File: config.mk
export PLATFORM = sky130hd
export DESIGN_NAME = prog_mode_lut
export DESIGN_NICKNAME = d
export VERILOG_FILES = /design/src/rtl/prog_mode_lut.sv
export SDC_FILE = /design/constraint.sdc
export NUM_CORES = 1
export LEC_CHECK = 0
export BUFFER_PORTS_ARGS = -buffer_cell sky130_fd_sc_hd__buf_2
export CORE_ASPECT_RATIO = 1.4
export CORE_MARGIN = 2
export CORE_UTILIZATION = 56
export DETAILED_ROUTE_END_ITERATION = 8
export PLACE_DENSITY = 0.87
export SLEW_MARGIN = 0
export SYNTH_ARGS = -nofsm -noshare
export SYNTH_HDL_FRONTEND = slang
export SYNTH_SLANG_ARGS = --single-unit
File: constraint.sdc
create_clock -name clk -period 2.1 [get_ports clk]
set_input_delay 0.42 -clock clk [delete_from_list [all_inputs] [get_ports clk]]
set_output_delay 0.42 -clock clk [all_outputs]
set_load 0.1 [all_outputs]
File: src/rtl/prog_mode_lut.sv
// prog_mode_lut: programmable per-mode membership table with a two-stage
// valid/ready lookup pipeline and a saturating counter of delivered hits.
module prog_mode_lut #(
  parameter int unsigned ADDR_W = 5,
  parameter int unsigned MODES  = 8,
  parameter int unsigned MODE_W = 3,
  parameter int unsigned CNT_W  = 16
) (
  input  logic                     clk,
  input  logic                     rst_n,
  input  logic                     wr_en,
  input  logic [MODE_W-1:0]        wr_mode,
  input  logic [(2**ADDR_W)-1:0]   wr_data,
  input  logic                     in_valid,
  output logic                     in_ready,
  input  logic [ADDR_W-1:0]        in_addr,
  input  logic [MODE_W-1:0]        in_mode,
  output logic                     out_valid,
  input  logic                     out_ready,
  output logic                     out_hit,
  input  logic                     cnt_clr,
  output logic [CNT_W-1:0]         hit_cnt
);

  localparam int unsigned ROW_W = 2**ADDR_W;
  localparam logic [CNT_W-1:0] CNT_MAX = '1;

  logic [ROW_W-1:0]  w_rows [MODES];
  logic [ROW_W-1:0]  w_row;
  logic              w_lookup;
  logic              w_adv;

  logic              r_s1_valid;
  logic [ADDR_W-1:0] r_s1_addr;
  logic [MODE_W-1:0] r_s1_mode;
  logic              r_s2_valid;
  logic              r_s2_hit;
  logic [CNT_W-1:0]  r_hit_cnt;

  // One register row per mode; out-of-range write indices match no row.
  for (genvar g = 0; g < MODES; g++) begin : g_row
    logic [ROW_W-1:0] r_row;

    // Row storage: cleared on reset, loaded on a matching write strobe.
    always_ff @(posedge clk) begin
      if (!rst_n) begin
        r_row <= '0;
      end else if (wr_en && (wr_mode == MODE_W'(g))) begin
        r_row <= wr_data;
      end
    end

    assign w_rows[g] = r_row;
  end

  // Row select for the S1 request; modes beyond the table read as all zeros.
  always_comb begin
    w_row = '0;
    for (int m = 0; m < MODES; m++) begin
      if (r_s1_mode == MODE_W'(m)) begin
        w_row = w_rows[m];
      end
    end
  end

  assign w_lookup  = w_row[r_s1_addr];
  assign w_adv     = ~r_s2_valid | out_ready;
  assign in_ready  = ~r_s1_valid | w_adv;
  assign out_valid = r_s2_valid;
  assign out_hit   = r_s2_hit;
  assign hit_cnt   = r_hit_cnt;

  // Stage 1: capture the request whenever the stage can accept a new one.
  always_ff @(posedge clk) begin
    if (!rst_n) begin
      r_s1_valid <= 1'b0;
      r_s1_addr  <= '0;
      r_s1_mode  <= '0;
    end else if (in_ready) begin
      r_s1_valid <= in_valid;
      if (in_valid) begin
        r_s1_addr <= in_addr;
        r_s1_mode <= in_mode;
      end
    end
  end

  // Stage 2: register the table bit on transfer; holds while stalled.
  always_ff @(posedge clk) begin
    if (!rst_n) begin
      r_s2_valid <= 1'b0;
      r_s2_hit   <= 1'b0;
    end else if (w_adv) begin
      r_s2_valid <= r_s1_valid;
      r_s2_hit   <= r_s1_valid & w_lookup;
    end
  end

  // Delivered-hit counter: clear wins over increment, saturates at max.
  always_ff @(posedge clk) begin
    if (!rst_n) begin
      r_hit_cnt <= '0;
    end else if (cnt_clr) begin
      r_hit_cnt <= '0;
    end else if (r_s2_valid && out_ready && r_s2_hit && (r_hit_cnt != CNT_MAX)) begin
      r_hit_cnt <= r_hit_cnt + CNT_W'(1);
    end
  end

endmodule

==> out/summary.txt, run 1 <==
Final nets - 1733
Layout Cells excl Fill - 2011
worst-margin pin slew - 0.588 ns
wire per inst - 20.1 um
Net Sw Power - 2.91 mW
Distinct cells, synth - 64
Flop pwr share - 47.4%
Tightest Hold Check Type - primary input to flop
Reg clk slew, reported paths - 0.07 ns
Layout area overhead - 15.6%
Crit Path Max Fanout - 7
Post-Synth Adder-Cell Area - 0.0934%
maximum vdd ir drop - 0.000573 V
TritonCTS Buffers - 27
Max stage delay cell, worst path - mux4_1
post-synthesis compound-gate area fraction - 22.5%
Post-Syn Instances - 1637
Worst-Skew Late Latency - 0.55 ns
worst-path cell chain - buf_6 > mux4_1 > mux2_2 > o21ai_0 > a31oi_1 > a211oi_2 > o32a_1 > o41ai_2
Commonest cells post-synth - nand2_1, dfxtp_1, a21boi_0
count leader, synth - nand2_1
Post-Synth Simple-Gate Area - 20.8%
chip width - 135 um
Tot GR Track Use - 31.2%
min Tclk post-route - 2.42 ns
placer congestion estimate - 0.899
warnings from Yosys - 0
final hold viol count - 0
Int Pwr - 8.84 mW
core area - 23400 um2
vias in the first global route - 12500
Post-synth EDFFs - 0
clk sink count - 283
grt total ovfl - 0
first-pass GRT wire length - 63300 um
Gate power share - 9.5%
slew margin rel. - 60.8%
crit end category - flop
Avg Inst Size Synth - 8.18 um2
via count - 12400
main combinational cell family by area after synthesis - compound AO/OA/AOI/OAI gates
Crit Path Category - flop to flop
post-synthesis mux area share - 7.49%
prevailing post-synth register cell - dfxtp_1
Setup Viol. Count Final - 1
detailed placement HPWL - 24700 um
top cells by area, synth - dfxtp_1, nand2_1, a21boi_0
worst path buffer plus inverter count - 1
max cap viols - 0
drt first pass iters - 5
Leak - 5.36 nW
failing checks - setup timing
Worst Setup Start Kind - flop
Yosys top cell area share - 42.3%
crit path DAT - 2.82 ns
PwrDens - 760 nW/um2
layout cells sized above 1 - 17.3%
Final Power - 11.8 mW
port bufs - 67
vias per cell - 6.18
Max Clock Skew - 0.0105 ns
CP required - 2.51 ns
mapped cell area - 13400 um2
Starting DRT DRC Count - 1387
Switching Share - 24.8%
Clk pwr share - 43.1%
CP max stage delay - 0.55 ns
FMAX - 0.414 GHz
family with the most delay on the worst path - multiplexers
Yosys top cell by area - dfxtp_1
syn nets - 1687
root buf cell - clkbuf_16
detailed-route DRC error count - 0
post-route cell area - 15500 um2
row cnt - 66
placed cells - 1948
RSZ-0062 raised after global routing - yes
die area - 25200 um2
CTS Buffer Depth - 3
period utilisation layout - 115%
DRT antenna net count - 0
largest net degree at the start of global routing - 119
DP Area - 14300 um2
fin worst setup slack - -0.316 ns
#FFs+latches synth - 283
setup TNS - -0.316 ns
Seq/Total Area, Yosys - 42.3%
XOR/XNOR Fraction of Synth Area - 0.850%
Post-synth ARST share - 0%
H-tree depth - 1
Max Slew Vio Count - 0
cts hold-fix bufs - 0
CTS tree - yes
Initial Utilization - 57.3%
# IOs - 68
status - finished with violations
Post-Route WL - 40400 um
DIE HEIGHT - 187 um
initial antenna violation count - 1
[repair_timing]
item | 4_1_cts | 5_1_grt
setup endpoints to repair | 1 | 2
pin swaps | 4 | 13
setup buffers | 3 | 9
gates resized for setup | 11 | 22
gates cloned | 1 | 0
[placed cells by master, fill, tap and decap left out, types with 6 or more instances in the layout]
cell and count:
o211ai_1 9, clkinv_2 8, buf_12 18, dfxtp_1 263
clkbuf_16 27, a21boi_0 265, nand3b_1 9, dfxtp_2 17
buf_2 65, a21oi_1 33, inv_1 6, nand2_1 560
nand3_1 26, nor2_1 30, o2bb2ai_1 6, mux2i_1 49
buf_4 82, xor2_1 11, mux4_2 15, o21ai_1 6
nand2b_1 12, buf_6 6, nor2b_1 12, o21ai_0 34
mux2_2 9, a221o_1 7, nor2_2 6
[logic make-up (layout without fill, tap and decap cells)]
kind of cell | count (synthesis) | after routing
compound gates | 416 | 416
xor+xnor | 13 | 13
fa+ha+maj | 1 | 1
buf+inv | 162 | 229
flops | 283 | 283
mux | 77 | 77
other cells | 0 | 1
simple gates | 685 | 685
[metal layers]
layer	vias up	wire (um)	GRT usage, %
met1	5891	14600	35.8
met5	-	0	0
met2	698	19600	53.3
met3	226	3290	4.28
met4	0	2930	20.9
li1	5606	-	-
[flip-flops by register name, summed over array words and instances, names as in the netlist]
| name | flops |
|---|---|
| g_row.r_row | 256 |
| hit_cnt | 16 |
| out_hit | 1 |
| out_valid | 1 |
| r_s1_addr | 5 |
| r_s1_mode | 3 |
| r_s1_valid | 1 |
[worst reg2reg max path, stage by stage, from the launching register on]
cell	delay, ns
dfxtp_4	0.46
buf_6	0.17
mux4_1	0.55
mux2_2	0.29
o21ai_0	0.16
a31oi_1	0.07
a211oi_2	0.22
o32a_1	0.24
o41ai_2	0.10
[cell type report]
| type | instances | area [um2] |
|---|---|---|
| clock buffer | 35 | 756 |
| tap | 306 | 383 |
| fill | 1714 | 7900 |
| clock inverter | 15 | 161 |
| inverter | 7 | 26.3 |
| multi-input combinational | 1192 | 7050 |
| sequential | 283 | 5700 |
| antenna | 1 | 2.50 |
| timing repair buffer | 172 | 1400 |
[path summary, 6_finish.rpt]
check | startpoint | to | slack (ns) | depth (start not counted)
max | r_s1_mode[1] | out_hit | -0.32 | 8
min | in_addr[4] | r_s1_addr[4] | 0.15 | 3
max reg2reg | r_s1_mode[1] | out_hit | -0.32 | 8
min reg2reg | g_row[1].r_row[2] | g_row[1].r_row[2] | 0.46 | 2
[metrics by stage]
stage	hold WS (ns)	util [%]	setup WS [ns]
after floorplan	0.438	-	0.0331
after global placement	0.446	61.2	-0.239
after detailed placement	0.457	61.2	-0.276
after CTS	0.152	65.5	-0.251
after global routing	0.151	66.2	-0.363
final	0.148	66.2	-0.316
[power by group through the flow]
| stage | Combinational (mW) | Clock (mW) | Sequential, mW |
|---|---|---|---|
| 6_report | 1.12 | 5.07 | 5.57 |
| 3_5_place_dp | 1.02 | 0 | 5.69 |
| 5_1_grt | 1.18 | 5.29 | 5.57 |
| 4_1_cts | 1.05 | 5.06 | 5.57 |
| 2_1_floorplan | 0.684 | 0 | 5.66 |
| 3_3_place_gp | 0.991 | 0 | 5.68 |
Note: power is estimated with default switching activity, not from simulation.
==> run 2, diff against run 1 <==
- CORE_UTILIZATION: 56 -> 25
- PLACE_DENSITY: 0.87 -> 0.49
- clock period: 2.1 -> 3.1 ns (I/O delays scaled with it)
==> run 2 against run 1 <==
Compared with the run above: the flow now finishes without violations; critical path depth up 2; sequential power down 32%; worst setup slack better by 0.71 ns; maximum frequency down 11%; register-to-register slack better by 0.71 ns; die area up 120%; sequential share of layout area down 0.15 points; total power down 30%; via count down 8.5%; clock power down 26%; first-iteration DRC count down 42%; critical path type unchanged.
==> out/summary.txt, run 2 (synthesized netlist as in run 1, its figures left out) <==
TritonCTS Buffers - 30 (+11%)
period utilisation layout - 87.4% (-28 points)
Crit Path Category - flop to flop
Clk pwr share - 45.5% (+2.4 points)
core area - 53100 um2 (+130%)
DRT antenna net count - 0 (unchanged)
largest net degree at the start of global routing - 237 (+99%)
family with the most delay on the worst path - compound AO/OA/AOI/OAI gates
Max Clock Skew - 0.00705 ns (-0.00343 ns)
row cnt - 100 (+52%)
root buf cell - clkbuf_16
grt met3 use - 1.62% (-2.7 points)
number of flip-flops in the largest register - 256 (unchanged)
placer congestion estimate - 0.827 (-8.0%)
Tot GR Track Use - 16.7% (-14 points)
clk sink count - 283 (unchanged)
final hold viol count - 0 (unchanged)
Max Slew Vio Count - 0 (unchanged)
status - finished, final reports clean
Setup Viol. Count Final - 0 (-1)
most frequent cells in the layout - nand2_1, dfxtp_1, a21boi_0
DIE HEIGHT - 278 um (+49%)
Int Pwr - 6.16 mW (-30%)
worst hold slack - 0.333 ns (+0.185 ns)
Switching Share - 24.9% (+0.11 points)
CTS Buffer Depth - 3 (unchanged)
most common cell after layout, fill and taps aside - nand2_1
detailed placement HPWL - 30200 um (+22%)
max cap viols - 0 (unchanged)
CP required - 3.54 ns (+1.03 ns)
Tightest Hold Check Type - primary input to flop
Leak - 5.08 nW (-5.2%)
RSZ-0062 raised after global routing - no
chip width - 200 um (+48%)
Starting DRT DRC Count - 805 (-42%)
post-route cell area - 15500 um2 (about the same)
crit path DAT - 3.15 ns (+0.33 ns)
worst-margin pin slew - 1.05 ns (+0.462 ns)
ANT cells - 0 (-1)
Final Power - 8.21 mW (-30%)
layout cells sized above 1 - 13.2% (-4.1 points)
H-tree depth - 1 (unchanged)
Flop pwr share - 46.2% (-1.2 points)
port bufs - 67 (unchanged)
vias per cell - 4.78 (-23%)
FMAX - 0.369 GHz (-11%)
min Tclk post-route - 2.71 ns (+0.292 ns)
Layout Cells excl Fill - 2377 (+18%)
CTS tree - yes
Layout area overhead - 15.6% (about the same)
post-CTS setup buffer count - 0 (-3)
detailed-route DRC error count - 0 (unchanged)
worst-path cell chain - buf_12 > buf_4 > buf_4 > and3b_1 > a2111oi_0 > a21oi_1 > a21oi_1 > a311oi_1 > a311oi_1 > o41ai_2
worst path buffer plus inverter count - 3 (+2)
Top reg by flops - g_row.r_row
CP max stage delay - 0.58 ns (+0.03 ns)
cts hold-fix bufs - 0 (unchanged)
slew margin rel. - 30.0% (-31 points)
Fillers - 5729 (+230%)
Post-Route WL - 46600 um (+15%)
Worst-Skew Late Latency - 0.57 ns (+0.02 ns)
Global Route met1 Usage - 19.4% (-16 points)
die area - 55400 um2 (+120%)
PwrDens - 530 nW/um2 (-30%)
Post-Place Worst Slack - 0.438 ns (+0.714 ns)
initial antenna violation count - 2 (+1)
Gate power share - 8.3% (-1.2 points)
via count - 11400 (-8.5%)
maximum vdd ir drop - 0.000366 V (-36%)
Max stage delay cell, worst path - dfxtp_4
post-CTS sizing - 0 (-11)
grt peak-use layer - met2
fin util - 29.2% (-37 points)
Net Sw Power - 2.04 mW (-30%)
Reg clk slew, reported paths - 0.06 ns (about the same)
setup TNS - 0 ns (+0.316 ns)
crit end category - flop
fin worst setup slack - 0.392 ns (+0.708 ns)
grt total ovfl - 0 (unchanged)
vias in the first global route - 11300 (-10%)
GRT met2 Usage - 31.1% (-22 points)
Worst Setup Start Kind - flop
placed cells - 2325 (+19%)
Crit Path Max Fanout - 22 (+15)
Initial Utilization - 25.2% (-32 points)
# IOs - 68 (unchanged)
DP Area - 14500 um2 (+1.0%)
first-pass GRT wire length - 70700 um (+12%)
wire per inst - 19.6 um (-2.6%)
drt first pass iters - 5 (unchanged)
Final nets - 1693 (-2.3%)
-- run 2: tightest hold or removal path, delay by kind of cell --
kind / cells / cell delay (ns)
buf+inv: 1 / 0.10
simple gates: 1 / 0.07
compound gates: 1 / 0.07
-- run 2: power groups by stage --
stage | Combinational, mW | Clock [mW] | Sequential [mW]
after CTS | 0.685 | 3.83 | 3.79
after global routing | 0.737 | 3.98 | 3.79
final | 0.683 | 3.74 | 3.79
after global placement | 0.673 | 0 | 3.87
after floorplan | 0.463 | 0 | 3.83
after detailed placement | 0.683 | 0 | 3.87
-- run 2: metal layers --
layer / part of all wire, % / vias to the layer above
li1: - / 5529
met1: 40 / 5476
met2: 53 / 262
met3: 3.5 / 94
met4: 3.6 / 2
met5: 0.028 / -
-- run 2: path summary, 6_finish.rpt --
check,slack (ns),cells past startpoint,start,to
worst max-delay path,0.39,10,r_s1_mode[1],out_hit
worst min register to register,0.46,2,g_row[1].r_row[30],g_row[1].r_row[30]
worst min-delay path,0.33,3,in_addr[3],r_s1_addr[3]
worst max register to register,0.39,10,r_s1_mode[1],out_hit
-- run 2: final cells by class --
type / count / area [um2] / share of cell area (%)
clock buffers: 45 / 918 / 5.94
clock inverters: 7 / 93.8 / 0.607
flip-flops and latches: 283 / 5670 / 36.7
well taps: 714 / 893 / 5.77
inverters: 7 / 26.3 / 0.170
multi-input cells: 1192 / 7000 / 45.2
repair buffers: 129 / 870 / 5.62
